$ cat config.mk
export PLATFORM = sky130hd
export DESIGN_NAME = spi_cmd_decoder_flat
export DESIGN_NICKNAME = d
export VERILOG_FILES = /design/src/rtl/spi_cmd_decoder_pkg.sv /design/src/rtl/spi_cmd_decoder_if.sv /design/src/rtl/spi_cmd_decoder_word_assembler.sv /design/src/rtl/spi_cmd_decoder.sv /design/src/flat_wrapper.sv
export SDC_FILE = /design/constraint.sdc
export NUM_CORES = 1
export LEC_CHECK = 0
export CAP_MARGIN = 30
export CELL_PAD_IN_SITES_DETAIL_PLACEMENT = 1
export CELL_PAD_IN_SITES_GLOBAL_PLACEMENT = 2
export CORE_MARGIN = 5
export CORE_UTILIZATION = 29
export DETAILED_ROUTE_END_ITERATION = 16
export GPL_TIMING_DRIVEN = 0
export PLACE_DENSITY = 0.85
export SETUP_SLACK_MARGIN = 0.4
export SLEW_MARGIN = 40
export SYNTH_ARGS = -nofsm -noshare
export SYNTH_HDL_FRONTEND = slang
export SYNTH_SLANG_ARGS = --single-unit
$ cat constraint.sdc
create_clock -name sysClk -period 2.6 [get_ports sysClk]
set_input_delay 0.65 -clock sysClk [delete_from_list [all_inputs] [get_ports sysClk]]
set_output_delay 0.65 -clock sysClk [all_outputs]
set_load 0.1 [all_outputs]
$ cat src/rtl/spi_cmd_decoder_pkg.sv
`default_nettype none
// ============================================================================
// Package  : fgen_cmd_pkg
// Purpose  : Command word layout, opcodes and run-state encoding shared by
//            the SPI command decoder of the function generator.
// Revision : 1.0 - initial release
// ============================================================================
package fgen_cmd_pkg;

  // Opcodes carried in the top nibble of each 32-bit command word
  localparam logic [3:0] OP_WRITE = 4'h1;
  localparam logic [3:0] OP_RUN   = 4'h2;
  localparam logic [3:0] OP_STOP  = 4'h3;
  localparam logic [3:0] OP_CLEAR = 4'h4;

  // Field positions inside the command word
  localparam int OP_MSB   = 31;
  localparam int OP_W     = 4;
  localparam int ADDR_LSB = 14;

  // Run controller encoding
  typedef enum logic [0:0] {
    ST_IDLE = 1'b0,
    ST_RUN  = 1'b1
  } run_state_t;

  // Extract the opcode nibble from a command word
  function automatic logic [OP_W-1:0] word_opcode(input logic [31:0] w);
    return w[OP_MSB -: OP_W];
  endfunction

endpackage
`default_nettype wire

$ cat src/rtl/spi_cmd_decoder_if.sv
`default_nettype none
// ============================================================================
// Interface : spi_cmd_decoder_if
// Purpose   : Byte stream from the SPI receiver into the command decoder and
//             the decoded waveform-memory / run-control outputs.
// Revision  : 1.0 - initial release
// ============================================================================
interface spi_cmd_decoder_if #(
  parameter int ADDR_W = 8,
  parameter int DATA_W = 14
);

  logic              ss_n;
  logic              rx_valid;
  logic [7:0]        rx_byte;
  logic              mem_we;
  logic [ADDR_W-1:0] mem_addr;
  logic [DATA_W-1:0] mem_din;
  logic [ADDR_W:0]   samples;
  logic              run_en;
  logic              cmd_err;
  logic [7:0]        tx_byte;

  // Byte source side (SPI receiver / testbench)
  modport master (
    output ss_n, rx_valid, rx_byte,
    input  mem_we, mem_addr, mem_din, samples, run_en, cmd_err, tx_byte
  );

  // Decoder side
  modport slave (
    input  ss_n, rx_valid, rx_byte,
    output mem_we, mem_addr, mem_din, samples, run_en, cmd_err, tx_byte
  );

endinterface
`default_nettype wire

$ cat src/rtl/spi_cmd_decoder_word_assembler.sv
`default_nettype none
// ============================================================================
// Module   : spi_word_assembler
// Purpose  : Packs SS-framed SPI bytes (MSB first) into 32-bit words and
//            flags frames that end on a partial word.
// Revision : 1.0 - initial release
// ============================================================================
module spi_word_assembler (
  input  logic        clk,
  input  logic        rst,
  input  logic        ss_n,
  input  logic        rx_valid,
  input  logic [7:0]  rx_byte,
  output logic        word_vld,
  output logic [31:0] word,
  output logic        frame_err
);

  logic [1:0]  byte_cnt;
  logic [31:0] shreg;
  logic        take_byte;
  logic        unused_top;

  // A byte arriving while ss_n is high belongs to no frame and is dropped
  assign take_byte = rx_valid && !ss_n;

  // The 4th byte completes the word combinationally so the decoder can
  // register its outputs on the same edge
  assign word_vld  = take_byte && (byte_cnt == 2'd3);
  assign word      = {shreg[23:0], rx_byte};
  assign frame_err = ss_n && (byte_cnt != 2'd0);

  // Only the three most recent bytes feed the completed word
  assign unused_top = ^shreg[31:24];

  // Byte counter and shift register; ss_n high discards any partial word
  always_ff @(posedge clk) begin
    if (rst) begin
      byte_cnt <= 2'd0;
      shreg    <= 32'd0;
    end else if (ss_n) begin
      byte_cnt <= 2'd0;
    end else if (rx_valid) begin
      shreg    <= {shreg[23:0], rx_byte};
      byte_cnt <= byte_cnt + 2'd1;
    end
  end

endmodule
`default_nettype wire

$ cat src/rtl/spi_cmd_decoder.sv
`default_nettype none
// ============================================================================
// Module   : spi_cmd_decoder
// Purpose  : Decodes 32-bit SPI command words into waveform RAM writes and
//            a two-state run/stop controller for the function generator.
// Options  : SPI_CMD_STATUS_EN - drive a registered status byte on tx_byte
//            ({run_en, err_sticky, samples[5:0]}); otherwise tx_byte = 0.
// Revision : 1.0 - initial release
// ============================================================================
module spi_cmd_decoder #(
  parameter int ADDR_W = 8,
  parameter int DATA_W = 14
) (
  input  logic              sysClk,
  input  logic              usrReset,
  spi_cmd_decoder_if.slave  bus
);

  import fgen_cmd_pkg::*;

  logic              word_vld;
  logic [31:0]       word;
  logic              frame_err;

  logic [3:0]        opcode;
  logic [ADDR_W-1:0] waddr;
  logic [DATA_W-1:0] wdata;
  logic [ADDR_W:0]   waddr_p1;
  logic              unused_word;

  run_state_t        state, state_nxt;
  logic              mem_we_reg,   mem_we_nxt;
  logic [ADDR_W-1:0] mem_addr_reg, mem_addr_nxt;
  logic [DATA_W-1:0] mem_din_reg,  mem_din_nxt;
  logic [ADDR_W:0]   samples_reg,  samples_nxt;
  logic              cmd_err_reg,  cmd_err_nxt;

  spi_word_assembler u_word_asm (
    .clk       (sysClk),
    .rst       (usrReset),
    .ss_n      (bus.ss_n),
    .rx_valid  (bus.rx_valid),
    .rx_byte   (bus.rx_byte),
    .word_vld  (word_vld),
    .word      (word),
    .frame_err (frame_err)
  );

  assign opcode      = word_opcode(word);
  assign waddr       = word[ADDR_LSB +: ADDR_W];
  assign wdata       = word[DATA_W-1:0];
  // One bit wider than the address so the top address yields 2^ADDR_W
  assign waddr_p1    = {1'b0, waddr} + {{ADDR_W{1'b0}}, 1'b1};
  // Bits between the fields carry no meaning
  assign unused_word = ^word;

  // Run-state and decoded-output registers
  always_ff @(posedge sysClk) begin
    if (usrReset) begin
      state        <= ST_IDLE;
      mem_we_reg   <= 1'b0;
      mem_addr_reg <= '0;
      mem_din_reg  <= '0;
      samples_reg  <= '0;
      cmd_err_reg  <= 1'b0;
    end else begin
      state        <= state_nxt;
      mem_we_reg   <= mem_we_nxt;
      mem_addr_reg <= mem_addr_nxt;
      mem_din_reg  <= mem_din_nxt;
      samples_reg  <= samples_nxt;
      cmd_err_reg  <= cmd_err_nxt;
    end
  end

  // Opcode decode and run-controller transitions
  always_comb begin
    state_nxt    = state;
    mem_we_nxt   = 1'b0;
    mem_addr_nxt = mem_addr_reg;
    mem_din_nxt  = mem_din_reg;
    samples_nxt  = samples_reg;
    cmd_err_nxt  = frame_err;
    if (word_vld) begin
      case (opcode)
        OP_WRITE: begin
          // Rewriting the table while it is being played is refused
          if (state == ST_RUN) begin
            cmd_err_nxt = 1'b1;
          end else begin
            mem_we_nxt   = 1'b1;
            mem_addr_nxt = waddr;
            mem_din_nxt  = wdata;
            if (waddr_p1 > samples_reg) begin
              samples_nxt = waddr_p1;
            end
          end
        end
        OP_RUN: begin
          // Starting with an empty table is an error; RUN in RUN is a no-op
          if (state == ST_IDLE) begin
            if (samples_reg == '0) begin
              cmd_err_nxt = 1'b1;
            end else begin
              state_nxt = ST_RUN;
            end
          end
        end
        OP_STOP: begin
          state_nxt = ST_IDLE;
        end
        OP_CLEAR: begin
          state_nxt   = ST_IDLE;
          samples_nxt = '0;
        end
        default: begin
          cmd_err_nxt = 1'b1;
        end
      endcase
    end
  end

  assign bus.mem_we   = mem_we_reg;
  assign bus.mem_addr = mem_addr_reg;
  assign bus.mem_din  = mem_din_reg;
  assign bus.samples  = samples_reg;
  assign bus.run_en   = (state == ST_RUN);
  assign bus.cmd_err  = cmd_err_reg;

`ifdef SPI_CMD_STATUS_EN
  logic       err_sticky, err_sticky_nxt;
  logic       ss_n_prev;
  logic [7:0] tx_reg;

  // Sticky error: cleared by a new frame start, set by any error pulse
  always_comb begin
    err_sticky_nxt = err_sticky;
    if (ss_n_prev && !bus.ss_n) begin
      err_sticky_nxt = 1'b0;
    end
    if (cmd_err_nxt) begin
      err_sticky_nxt = 1'b1;
    end
  end

  // Status byte built from next-state values so it lines up with outputs
  always_ff @(posedge sysClk) begin
    if (usrReset) begin
      ss_n_prev  <= 1'b1;
      err_sticky <= 1'b0;
      tx_reg     <= 8'h00;
    end else begin
      ss_n_prev  <= bus.ss_n;
      err_sticky <= err_sticky_nxt;
      tx_reg     <= {(state_nxt == ST_RUN), err_sticky_nxt, samples_nxt[5:0]};
    end
  end

  assign bus.tx_byte = tx_reg;
`else
  assign bus.tx_byte = 8'h00;
`endif

endmodule
`default_nettype wire

$ cat src/flat_wrapper.sv
// flat-port wrapper written by rule: the top's interface ports become plain ports
module spi_cmd_decoder_flat import fgen_cmd_pkg::*;
#(
  parameter int ADDR_W = 8,
  parameter int DATA_W = 14
)
  (sysClk, usrReset, bus_ss_n, bus_rx_valid, bus_rx_byte, bus_mem_we, bus_mem_addr, bus_mem_din, bus_samples, bus_run_en, bus_cmd_err, bus_tx_byte);
  spi_cmd_decoder_if #(.ADDR_W(ADDR_W), .DATA_W(DATA_W)) bus_i ();
  input  logic sysClk;
  input  logic usrReset;
  input wire logic [$bits(bus_i.ss_n)-1:0] bus_ss_n;
  input wire logic [$bits(bus_i.rx_valid)-1:0] bus_rx_valid;
  input wire logic [$bits(bus_i.rx_byte)-1:0] bus_rx_byte;
  output wire logic [$bits(bus_i.mem_we)-1:0] bus_mem_we;
  output wire logic [$bits(bus_i.mem_addr)-1:0] bus_mem_addr;
  output wire logic [$bits(bus_i.mem_din)-1:0] bus_mem_din;
  output wire logic [$bits(bus_i.samples)-1:0] bus_samples;
  output wire logic [$bits(bus_i.run_en)-1:0] bus_run_en;
  output wire logic [$bits(bus_i.cmd_err)-1:0] bus_cmd_err;
  output wire logic [$bits(bus_i.tx_byte)-1:0] bus_tx_byte;
  assign bus_i.ss_n = bus_ss_n;
  assign bus_i.rx_valid = bus_rx_valid;
  assign bus_i.rx_byte = bus_rx_byte;
  assign bus_mem_we = bus_i.mem_we;
  assign bus_mem_addr = bus_i.mem_addr;
  assign bus_mem_din = bus_i.mem_din;
  assign bus_samples = bus_i.samples;
  assign bus_run_en = bus_i.run_en;
  assign bus_cmd_err = bus_i.cmd_err;
  assign bus_tx_byte = bus_i.tx_byte;
  spi_cmd_decoder #(.ADDR_W(ADDR_W), .DATA_W(DATA_W)) u_core (.sysClk(sysClk), .usrReset(usrReset), .bus(bus_i));
endmodule
==> results of run 1 <==
## worst max path at each step
stage	endpoint	slack (ps)	cells past startpoint
2_1_floorplan	u_core.bus.samples[1]	410	11
3_3_place_gp	u_core.bus.samples[4]	-20	7
3_5_place_dp	u_core.bus.samples[3]	-130	7
4_1_cts	u_core.bus.samples[7]	150	10
5_1_grt	u_core.bus.samples[8]	-10	10
6_report	u_core.bus.samples[3]	160	10
## layer usage
metal,up-vias,GRT usage (%),share of wire (%)
met5,-,0,0
met4,0,3.29,0.64
met3,4,2.50,3.2
met2,37,25.1,51
met1,1147,17.3,46
li1,1191,-,-
## where the power goes
| part | total (W) | switching [W] | internal (W) |
|---|---|---|---|
| Sequential | 0.000874 | 0.0000104 | 0.000864 |
| Combinational | 0.000180 | 0.000121 | 0.0000590 |
| Clock | 0.000497 | 0.000304 | 0.000193 |
| Total | 0.00155 | 0.000435 | 0.00112 |
## synthesized netlist by cell type (3+ instances only)
library cell,n
ha_1,12
a21oi_1,45
nor3_1,5
nor2_1,8
xnor2_1,5
nand3_1,3
clkbuf_1,10
inv_1,11
dfxtp_1,56
nand4_1,4
nand2_1,105
mux2i_1,10
o21ai_0,3
buf_4,9
nand2b_1,4
## area by class of cell
class / instances / area share (%)
timing repair buffer: 69 / 13.9
inverter: 13 / 1.46
clock buffer: 6 / 2.16
clock inverter: 2 / 0.410
buffer: 22 / 4.07
sequential: 56 / 34.2
multi-input combinational: 232 / 39.8
tap: 108 / 4.03
## what timing repair did
item / CTS / global route
endpoints found under the setup margin: 29 / 31
gates resized for setup: 18 / 14
gates cloned: 1 / 0
pin swaps: 7 / 10
buffers inserted: 19 / 4
## metrics by stage
step | power (W) | util [%] | std cells | hold slack (ps)
global placement | 0.00105 | 36.8 | 476 | 442
finish | 0.00155 | 39.2 | 508 | 459
detailed placement | 0.00105 | 34.8 | 476 | 446
CTS | 0.00156 | 38.2 | 504 | 450
global route | 0.00161 | 39.2 | 508 | 483
floorplan | 0.00101 | - | 323 | 432
## cells by family after synthesis
logic type | after synthesis
other | 1
muxes | 10
buffers and inverters | 35
DFF | 56
and+or+nand+nor | 140
xor gates and xnor gates | 7
adders and majority gates | 12
AOI/OAI and AO/OA | 55
## worst register-to-register path, stage by stage, from the launching register on
cell      delay (ps)
dfxtp_4          400
and4_4           210
nand4_1          140
xnor2_2          180
ha_1             310
nand4_1          130
nor3_2           250
nor3_2            90
a221oi_4         280
buf_6            180
mux2i_1          210
==> impl_results.md, run 1 <==
* DIE AREA at 0.0106 mm2
* Remaining Overflow, GRT at 0
* Top-area cell type share of the netlist area at 44.8%
* CTS Buf Count at 5
* Fraction of registers with async set/reset at 0%
* Ant diodes at 0
* Starting Density at 29.3%
* Finished Cell Area at 0.00335 mm2
* Status: finished, final reports clean
* Crit share post-route at 94.0%
* Commonest non-fill, non-tap cells in the layout: nand2_1, a21oi_1, dfxtp_1
* Pre-antenna DRT Iters at 4
* Worst Clk Skew at 5.97 ps
* Synthesized cell area at 0.00250 mm2
* Placed wire-length estimate at between 5000 and 6000 um
* Largest net degree at the start of global routing at 18
* VDD IR max at 0.214 mV
* Yosys cell types at 37
* Setup slack after layout at 157 ps
* Startpoint type of the worst setup path: register
* Top area cells in the synthesized netlist: dfxtp_1, nand2_1, a21oi_1, ha_1, mux2i_1
* Area leader, netlist: dfxtp_1
* Synthesized area per cell at 7.93 um2
* DR iter-0 viols at 41
* CTS Hold Bufs at 0
* Antenna viol nets, final at 0
* First-pass GRT wire length at between 10000 and 15000 um
* Gr usage total at approximately 14%
* CP max-delay cell: dfxtp_4
* Final wirelength at 7310 um
* Core Area at 0.00855 mm2
* Hold Startpoint: u_core.u_word_asm.shreg[14]
* Post-synthesis xor/xnor area fraction at 2.45%
* Routability cong. at roughly 0.8
* Main combinational cell family by area after synthesis: simple AND/OR/NAND/NOR gates
* Most used DFF post-synth: dfxtp_1
* CP max FO at 5
* Simple-gate portion of the synthesized area at 24.0%
* Max incr delay on CP at around 400 ps
* Post-DR vias/cell at about 4.7
* Seq/Total Area, Yosys at 44.8%
* Buffers and inverters on the worst path at 1
* Footprint of the multi-input gates at 0.00133 mm2
* Critical path type: reg2reg
* Synth-to-Final Area Change at 33.9%
* Setup tns final at 0 ps
* R2R Setup Slk at between 150 and 200 ps
* FP Rows at 34
* Pwr Density at 463 mW/mm2
* Worst Hold End: u_core.u_word_asm.shreg[22]
* Max FFs per register at 20
* Fillers at around 1100
* R2r startpoint: u_core.u_word_asm.shreg[7]
* R2r worst-path depth at 10
* H-tree depth at 2
* IO buf count at 45
* Placed inst area at 0.00297 mm2
* Worst Path Required at 2830 ps
* CTS clock-pin slew for the worst setup and hold paths at 100 ps
* Die height at 103 um
* Slew headroom at roughly three fifths
* Routed len/inst at between 10 and 15 um
* RSZ-0062 raised after global routing: yes
* Flops & latches, synth at 56
* Share of cells above drive strength 1 at 27.3%
* Worst-margin pin slew at 599 ps
* Hold path cells at 2
* Vias in the first global route at approximately 2500
* Number of synthesized flops with an enable pin at 0
* Final Max Slew Viols at 0
* # setup viols final at 0
* Final hold vios at 0
* Leakage at about 1.4 nW
* Cells after synthesis at 316
* Routed vias at 2379
* Mux share of post-synthesis cell area at 4.00%
* CTS root buf: clkbuf_8
* Worst path arrival time at 2680 ps
* Die width at 103 um
* Cell family with most CP delay: simple AND/OR/NAND/NOR gates
* Final net count at 423
* Clock Latency Late Sink at 310 ps
* Worst setup EP type: register
* Synth Area in Adders at 5.99%
* Pre-CTS WS at -128 ps
* Ports at 54
* Compound-Gate Fraction of Synth Area at between 10% and 20%
* Worst r2r dst: u_core.bus.samples[3]
* Synth warnings at 0
* Worst Hold Class: reg2reg
* Drt drc at 0
* FMAX at 409 MHz
* Maxcap violations at 0
* Final min period at between 2000 and 2500 ps
* Initial antenna violation count at 0
* Crit path cell chain: and4_4 -> nand4_1 -> xnor2_2 -> ha_1 -> nand4_1 -> nor3_2 -> nor3_2 -> a221oi_4 -> buf_6 -> mux2i_1
* Register area at around 0.0011 mm2
* Most common cell after layout, fill and taps aside: nand2_1
* CTS tree: done
* Clock tree sinks at 56
* Worst setup path startpoint: u_core.u_word_asm.shreg[7]
* CTS Buffer Depth at 2
No activity file was read; power rests on OpenSTA's default activity.
==> inputs of run 2 (changes only) <==
--- a/config.mk
+++ b/config.mk
@@ -13,6 +13,7 @@
 export DETAILED_ROUTE_END_ITERATION = 16
 export GPL_TIMING_DRIVEN = 0
 export PLACE_DENSITY = 0.85
+export RECOVER_POWER = 100
 export SETUP_SLACK_MARGIN = 0.4
 export SLEW_MARGIN = 40
 export SYNTH_ARGS = -nofsm -noshare
==> run 2 against run 1 <==
  * Combinational power barely moved
  * Sequential cell count is the same
  * Via count down 0.25%
  * Clock skew rose by 1.6 ps
  * Largest cell class unchanged
  * Highest routed layer unchanged
==> impl_results.md, run 2 (same netlist as run 1, synthesis figures left out) <==
* Final wirelength at 7290 um (was 7310 um)
* Fin util at 38.3% (was 39.2%)
* Maxcap violations at 0 (unchanged)
* DR iter-0 viols at 46 (was 41)
* Startpoint type of the worst setup path: register (unchanged)
* CTS root buf: clkbuf_8 (unchanged)
* Pre-CTS WS at -128 ps (unchanged)
* Routed vias at 2373 (was 2379)
* Share of cells above drive strength 1 at 17.3% (was 27.3%)
* # placed instances at 476 (unchanged)
* Critical path type: reg2reg (unchanged)
* Gr usage total at 14.0% (unchanged)
* Commonest non-fill, non-tap cells in the layout: nand2_1, clkbuf_1, a21oi_1 (was nand2_1, a21oi_1, dfxtp_1)
* Worst Path Required at 2830 ps (about the same)
* Die height at 103 um (unchanged)
* CP dominant cell by count: nand4_1
* CP max-delay cell: dfxtp_4 (unchanged)
* Initial antenna violation count at 0 (unchanged)
* H-tree depth at 2 (unchanged)
* Worst-margin pin slew at 1190 ps (was 599 ps)
* Starting Density at 29.3% (unchanged)
* Final Max Slew Viols at 0 (unchanged)
* Placed wire-length estimate at 5070 um (unchanged)
* Post-Layout Cell Count at 508 (unchanged)
* Worst path arrival time at 2660 ps (was 2680 ps)
* Power, Total at 0.00155 W (about the same)
* Routability cong. at 0.813 (unchanged)
* Clock Latency Late Sink at 310 ps (about the same)
* Setup tns final at 0 ps (unchanged)
* Clock tree sinks at 56 (unchanged)
* DIE AREA at 0.0106 mm2 (unchanged)
* RSZ-0062 raised after global routing: yes (unchanged)
* Pwr Density at 473 mW/mm2 (was 463 mW/mm2)
* Routed len/inst at 14.4 um (about the same)
* Hold Startpoint: u_core.u_word_asm.shreg[14] (unchanged)
* Max incr delay on CP at 390 ps (was 400 ps)
* Core Area at 0.00855 mm2 (unchanged)
* Vias in the first global route at 2490 (unchanged)
* Final net count at 423 (unchanged)
* CTS clock-pin slew for the worst setup and hold paths at 100 ps (about the same)
* Crit path cell chain: and4_4 -> nand4_1 -> xnor2_1 -> ha_1 -> nand4_1 -> buf_4 -> nand2b_4 -> a221oi_4 -> buf_6 -> mux2i_1 (was and4_4 -> nand4_1 -> xnor2_2 -> ha_1 -> nand4_1 -> nor3_2 -> nor3_2 -> a221oi_4 -> buf_6 -> mux2i_1)
* First-pass GRT wire length at 11700 um (unchanged)
* Footprint of the multi-input gates at 0.00132 mm2 (was 0.00133 mm2)
* CTS tree: done (unchanged)
* Worst Hold End: u_core.u_word_asm.shreg[22] (unchanged)
* VDD IR max at 0.213 mV (was 0.214 mV)
* CTS Hold Bufs at 0 (unchanged)
* Largest net degree at the start of global routing at 18 (unchanged)
* Ant diodes at 0 (unchanged)
* Fillers at 1087 (was 1080)
* Die width at 103 um (unchanged)
* Leakage at 1.18 nW (was 1.37 nW)
* Synth-to-Final Area Change at 30.7% (was 33.9%)
* Worst setup EP type: register (unchanged)
* Setup slack after layout at 178 ps (was 157 ps)
* IO buf count at 45 (unchanged)
* Hold path cells at 2 (unchanged)
* Status: finished, final reports clean (unchanged)
* Remaining Overflow, GRT at 0 (unchanged)
* Register area at 0.00115 mm2 (unchanged)
* CTS Buffer Depth at 2 (unchanged)
* FP Rows at 34 (unchanged)
* R2R Setup Slk at 180 ps (was 160 ps)
* Most common cell after layout, fill and taps aside: nand2_1 (unchanged)
* Antenna viol nets, final at 0 (unchanged)
* Slew headroom at 21.1% (was 59.9%)
* # setup viols final at 0 (unchanged)
* Drt drc at 0 (unchanged)
* Worst r2r dst: u_core.bus.samples[3] (unchanged)
* Final hold vios at 0 (unchanged)
* Ports at 54 (unchanged)
* Pre-antenna DRT Iters at 4 (unchanged)
* Worst Hold Class: reg2reg (unchanged)
* R2r startpoint: u_core.u_word_asm.shreg[6] (was u_core.u_word_asm.shreg[7])
* Worst Clk Skew at 7.61 ps (was 5.97 ps)
* CP max FO at 5 (unchanged)
* Crit share post-route at 93.1% (was 94.0%)
* R2r worst-path depth at 10 (unchanged)
* Post-DR vias/cell at 4.67 (was 4.68)
* CTS Buf Count at 5 (unchanged)
* Final min period at 2420 ps (was 2440 ps)
* Max FFs per register at 20 (unchanged)
* FMAX at 413 MHz (was 409 MHz)
[run 2: cell types whose count changed in the layout (fill, tap and decap cells not counted), sizes merged]
cell	change
dlymetal6s2s	-2
clkbuf	+37
buf	-35
clkdlybuf4s50	-1
dlygate4sd3	+1
[run 2: worst max-delay path, delay by kind of cell, from the launching register on]
kind	cells	cell delay, ps
DFF	1	390
buffers and inverters	2	350
muxes	1	200
xor gates and xnor gates	1	180
AOI/OAI and AO/OA	1	310
and+or+nand+nor	4	590
adders and majority gates	1	320
[run 2: layout make-up]
type	instances	area share, %
buffer	22	4.01
clock buffer	6	2.22
clock inverter	2	0.420
inverter	13	1.49
multi-input combinational	232	40.3
sequential	56	35.1
tap	108	4.13
timing repair buffer	69	12.4
[run 2: report_power, final]
part	leakage, nW	internal, W	switching (W)
registers	0.460	0.000864	0.0000104
logic	0.677	0.0000566	0.000121
clock network	0.0456	0.000193	0.000303
[run 2: per-stage QoR]
| stage | hold slack, ps | instance area, um2 |
|---|---|---|
| finish | 458 | 3270 |
| global route | 486 | 3270 |
| CTS | 450 | 3270 |
| detailed placement | 446 | 2970 |
| global placement | 442 | 3140 |
| floorplan | 432 | 2560 |
[run 2: repair_timing]
action                                  4_1_cts  5_1_grt
cloned                                        1        0
pin swaps                                     7       10
endpoints found under the setup margin       29       31
buffers inserted                             19        4
gates resized for setup                      18       14
[run 2: worst max-delay path by stage]
stage | from | endpoint | slack, ps | cells past startpoint
global route | u_core.u_word_asm.shreg[6] | u_core.bus.samples[8] | -10 | 10
floorplan | u_core.u_word_asm.shreg[6] | u_core.bus.samples[1] | 410 | 11
finish | u_core.u_word_asm.shreg[6] | u_core.bus.samples[3] | 180 | 10
CTS | u_core.u_word_asm.shreg[7] | u_core.bus.samples[7] | 150 | 10
global placement | bus_ss_n | u_core.bus.samples[4] | -20 | 7
detailed placement | bus_ss_n | u_core.bus.samples[3] | -130 | 7
[run 2: routing by layer]
layer  share of wire, %  GRT usage [%]
met1                 45           17.3
met2                 50           25.1
met3                4.0           2.50
met4               0.63           3.29
met5                  0              0
==> inputs of run 3 (changes only) <==
--- a/config.mk
+++ b/config.mk
@@ -8,6 +8,7 @@
 export CAP_MARGIN = 30
 export CELL_PAD_IN_SITES_DETAIL_PLACEMENT = 1
 export CELL_PAD_IN_SITES_GLOBAL_PLACEMENT = 2
+export CORE_ASPECT_RATIO = 0.8
 export CORE_MARGIN = 5
 export CORE_UTILIZATION = 29
 export DETAILED_ROUTE_END_ITERATION = 16
==> run 3 against run 2 <==
  * Setup slack worse by 110 ps
  * Sequential cell count stayed put
  * Highest routed layer unchanged
  * Maximum frequency is 4.4% lower
  * Clock power is 22% higher
  * Register-to-register slack worse by 110 ps
  * Global-route usage is 0.088 points lower
  * Final cell count is 2.0% lower
==> impl_results.md, run 3 (same netlist as run 1, synthesis figures left out) <==
* CTS root buf: clkbuf_8 (unchanged)
* Die width at 114 um (was 103 um)
* Setup slack after layout at 66.3 ps (was 178 ps)
* Fillers at 1061 (was 1087)
* Most common cell after layout, fill and taps aside: nand2_1 (unchanged)
* Die height at 93.1 um (was 103 um)
* Pwr Density at 515 mW/mm2 (was 473 mW/mm2)
* Worst setup EP type: register (unchanged)
* # placed instances at 480 (was 476)
* Status: finished, final reports clean (unchanged)
* Final hold vios at 0 (unchanged)
* CTS Hold Bufs at 0 (unchanged)
* CP dominant cell by count: ha_4 (was nand4_1)
* Final wirelength at 7320 um (was 7290 um)
* Comb pwr share at 10.6% (was 11.5%)
* Remaining Overflow, GRT at 0 (unchanged)
* Final net count at 409 (was 423)
* CP max FO at 5 (unchanged)
* Setup tns final at 0 ps (unchanged)
* IO buf count at 45 (unchanged)
* H-tree depth at 2 (unchanged)
* Routed vias at 2341 (was 2373)
* Pre-CTS WS at -84.0 ps (was -128 ps)
* Final Max Slew Viols at 0 (unchanged)
* Clock Latency Late Sink at 320 ps (was 310 ps)
* Clock tree sinks at 56 (unchanged)
* Startpoint type of the worst setup path: register (unchanged)
* # setup viols final at 0 (unchanged)
* Clk network pwr share at 36.5% (was 32.0%)
* Worst Setup EP: u_core.bus.samples[0] (was u_core.bus.samples[3])
* Starting Density at 29.7% (was 29.3%)
* CTS Buf Count at 5 (unchanged)
* Seq pwr share at 52.9% (was 56.5%)
* Critical path type: reg2reg (unchanged)
* Switching power at 0.000443 W (was 0.000434 W)
* Commonest non-fill, non-tap cells in the layout: nand2_1, clkbuf_1, a21oi_1 (unchanged)
* Gr usage total at 13.9% (was 14.0%)
* Leakage at 1.13 nW (was 1.18 nW)
* FMAX at 395 MHz (was 413 MHz)
* CTS Buffer Depth at 2 (unchanged)
* Share of cells above drive strength 1 at 13.5% (was 17.3%)
* Worst Hold Class: reg2reg (unchanged)
* Routability cong. at 0.776 (was 0.813)
* Worst-margin pin slew at 1180 ps (was 1190 ps)
* R2r startpoint: u_core.u_word_asm.shreg[6] (unchanged)
* P_int at 0.00121 W (was 0.00111 W)
* Worst r2r dst: u_core.bus.samples[0] (was u_core.bus.samples[3])
* Final min period at 2530 ps (was 2420 ps)
* DR iter-0 viols at 62 (was 46)
* VDD IR max at 0.225 mV (was 0.213 mV)
* Routed len/inst at 14.7 um (was 14.4 um)
* Largest net degree at the start of global routing at 18 (unchanged)
* R2r worst-path depth at 11 (was 10)
* Core Area at 0.00845 mm2 (was 0.00855 mm2)
* Crit share post-route at 97.4% (was 93.1%)
* Worst setup path startpoint: u_core.u_word_asm.shreg[6] (unchanged)
* CTS tree: done (unchanged)
* R2R Setup Slk at 70 ps (was 180 ps)
* Worst path arrival time at 2740 ps (was 2660 ps)
* Post-DR vias/cell at 4.70 (was 4.67)
* CP max-delay cell: nor3_1 (was dfxtp_4)
* Footprint of the multi-input gates at 0.00132 mm2 (about the same)
* Fin util at 38.0% (was 38.3%)
* Maxcap violations at 0 (unchanged)
* Ant diodes at 0 (unchanged)
* RSZ-0062 raised after global routing: yes (unchanged)
* Max incr delay on CP at 410 ps (was 390 ps)
* Placed wire-length estimate at 5130 um (was 5070 um)
* Register area at 0.00115 mm2 (about the same)
* Slew headroom at 21.8% (was 21.1%)
* FP Rows at 30 (was 34)
* Vias in the first global route at 2368 (was 2490)
* Ports at 54 (unchanged)
* Synth-to-Final Area Change at 28.1% (was 30.7%)
* Antenna viol nets, final at 0 (unchanged)
* CTS clock-pin slew for the worst setup and hold paths at 110 ps (was 100 ps)
* Post-Layout Cell Count at 498 (was 508)
* Drt drc at 0 (unchanged)
* Net Sw Frac at 26.8% (was 28.0%)
* First-pass GRT wire length at 12000 um (was 11700 um)
* Initial antenna violation count at 0 (unchanged)
* DIE AREA at 0.0106 mm2 (about the same)
* Pre-antenna DRT Iters at 6 (was 4)
* Max FFs per register at 20 (unchanged)
* Worst Path Required at 2810 ps (was 2830 ps)
* Worst Clk Skew at 12.2 ps (was 7.61 ps)
* Crit path cell chain: ha_4 -> nand3_2 -> nor2_4 -> xor2_2 -> ha_4 -> a211oi_2 -> nor2_1 -> nor3_1 -> a221oi_4 -> buf_6 -> mux2i_1 (was and4_4 -> nand4_1 -> xnor2_1 -> ha_1 -> nand4_1 -> buf_4 -> nand2b_4 -> a221oi_4 -> buf_6 -> mux2i_1)
run 3: worst min path at each step:
stage | startpoint | endpoint | slack [ps] | depth (start not counted)
floorplan | u_core.u_word_asm.shreg[15] | u_core.u_word_asm.shreg[23] | 430 | 2
global placement | u_core.u_word_asm.shreg[14] | u_core.u_word_asm.shreg[22] | 440 | 2
detailed placement | u_core.bus.mem_din[9] | u_core.bus.mem_din[9] | 450 | 2
CTS | u_core.u_word_asm.shreg[14] | u_core.u_word_asm.shreg[22] | 460 | 2
global route | u_core.bus.mem_din[13] | u_core.bus.mem_din[13] | 490 | 2
finish | u_core.bus.mem_din[13] | u_core.bus.mem_din[13] | 460 | 2
run 3: routing by layer:
layer / global-route usage, % / wire length, um / vias to the layer above
met5: 0 / 0 / -
met4: 2.97 / 79 / 0
met3: 3.23 / 322 / 9
met2: 21.4 / 3210 / 50
met1: 19.7 / 3710 / 1115
li1: - / - / 1167
run 3: per-stage QoR:
step / cell area [um2] / hold slack, ps / power [W]
3_5_place_dp: 2980 / 448 / 0.00105
4_1_cts: 3190 / 464 / 0.00167
3_3_place_gp: 3150 / 443 / 0.00105
2_1_floorplan: 2560 / 432 / 0.00101
5_1_grt: 3210 / 491 / 0.00171
6_report: 3210 / 463 / 0.00165
run 3: what timing repair did:
item                                    4_1_cts  5_1_grt
gates resized for setup                      14       14
pin swaps                                     9        6
endpoints found under the setup margin       28       30
hold endpoints to repair                      0        0
buffers inserted                              7        2
cloned                                        1        0
run 3: worst max-delay path, delay by kind of cell, from the launching register on:
kind,cells,cell delay (ps)
simple gates,4,760
flops,1,400
fa+ha+maj,2,390
compound gates,2,360
xor+xnor,1,220
buf+inv,1,180
mux,1,120
run 3: layout make-up:
class / instances / share of cell area, %
Buffer: 22 / 3.98
Clock buffer: 6 / 2.26
Clock inverter: 2 / 1.21
Inverter: 13 / 1.52
Multi-Input combinational cell: 232 / 41.2
Sequential cell: 56 / 35.7
Tap cell: 112 / 4.37
Timing Repair Buffer: 55 / 9.75
run 3: power groups by stage:
stage | clock, W | combinational (W) | sequential, W
2_1_floorplan | 0 | 0.000113 | 0.000896
3_3_place_gp | 0 | 0.000156 | 0.000897
3_5_place_dp | 0 | 0.000157 | 0.000898
4_1_cts | 0.000629 | 0.000165 | 0.000874
5_1_grt | 0.000646 | 0.000190 | 0.000876
6_report | 0.000603 | 0.000175 | 0.000874
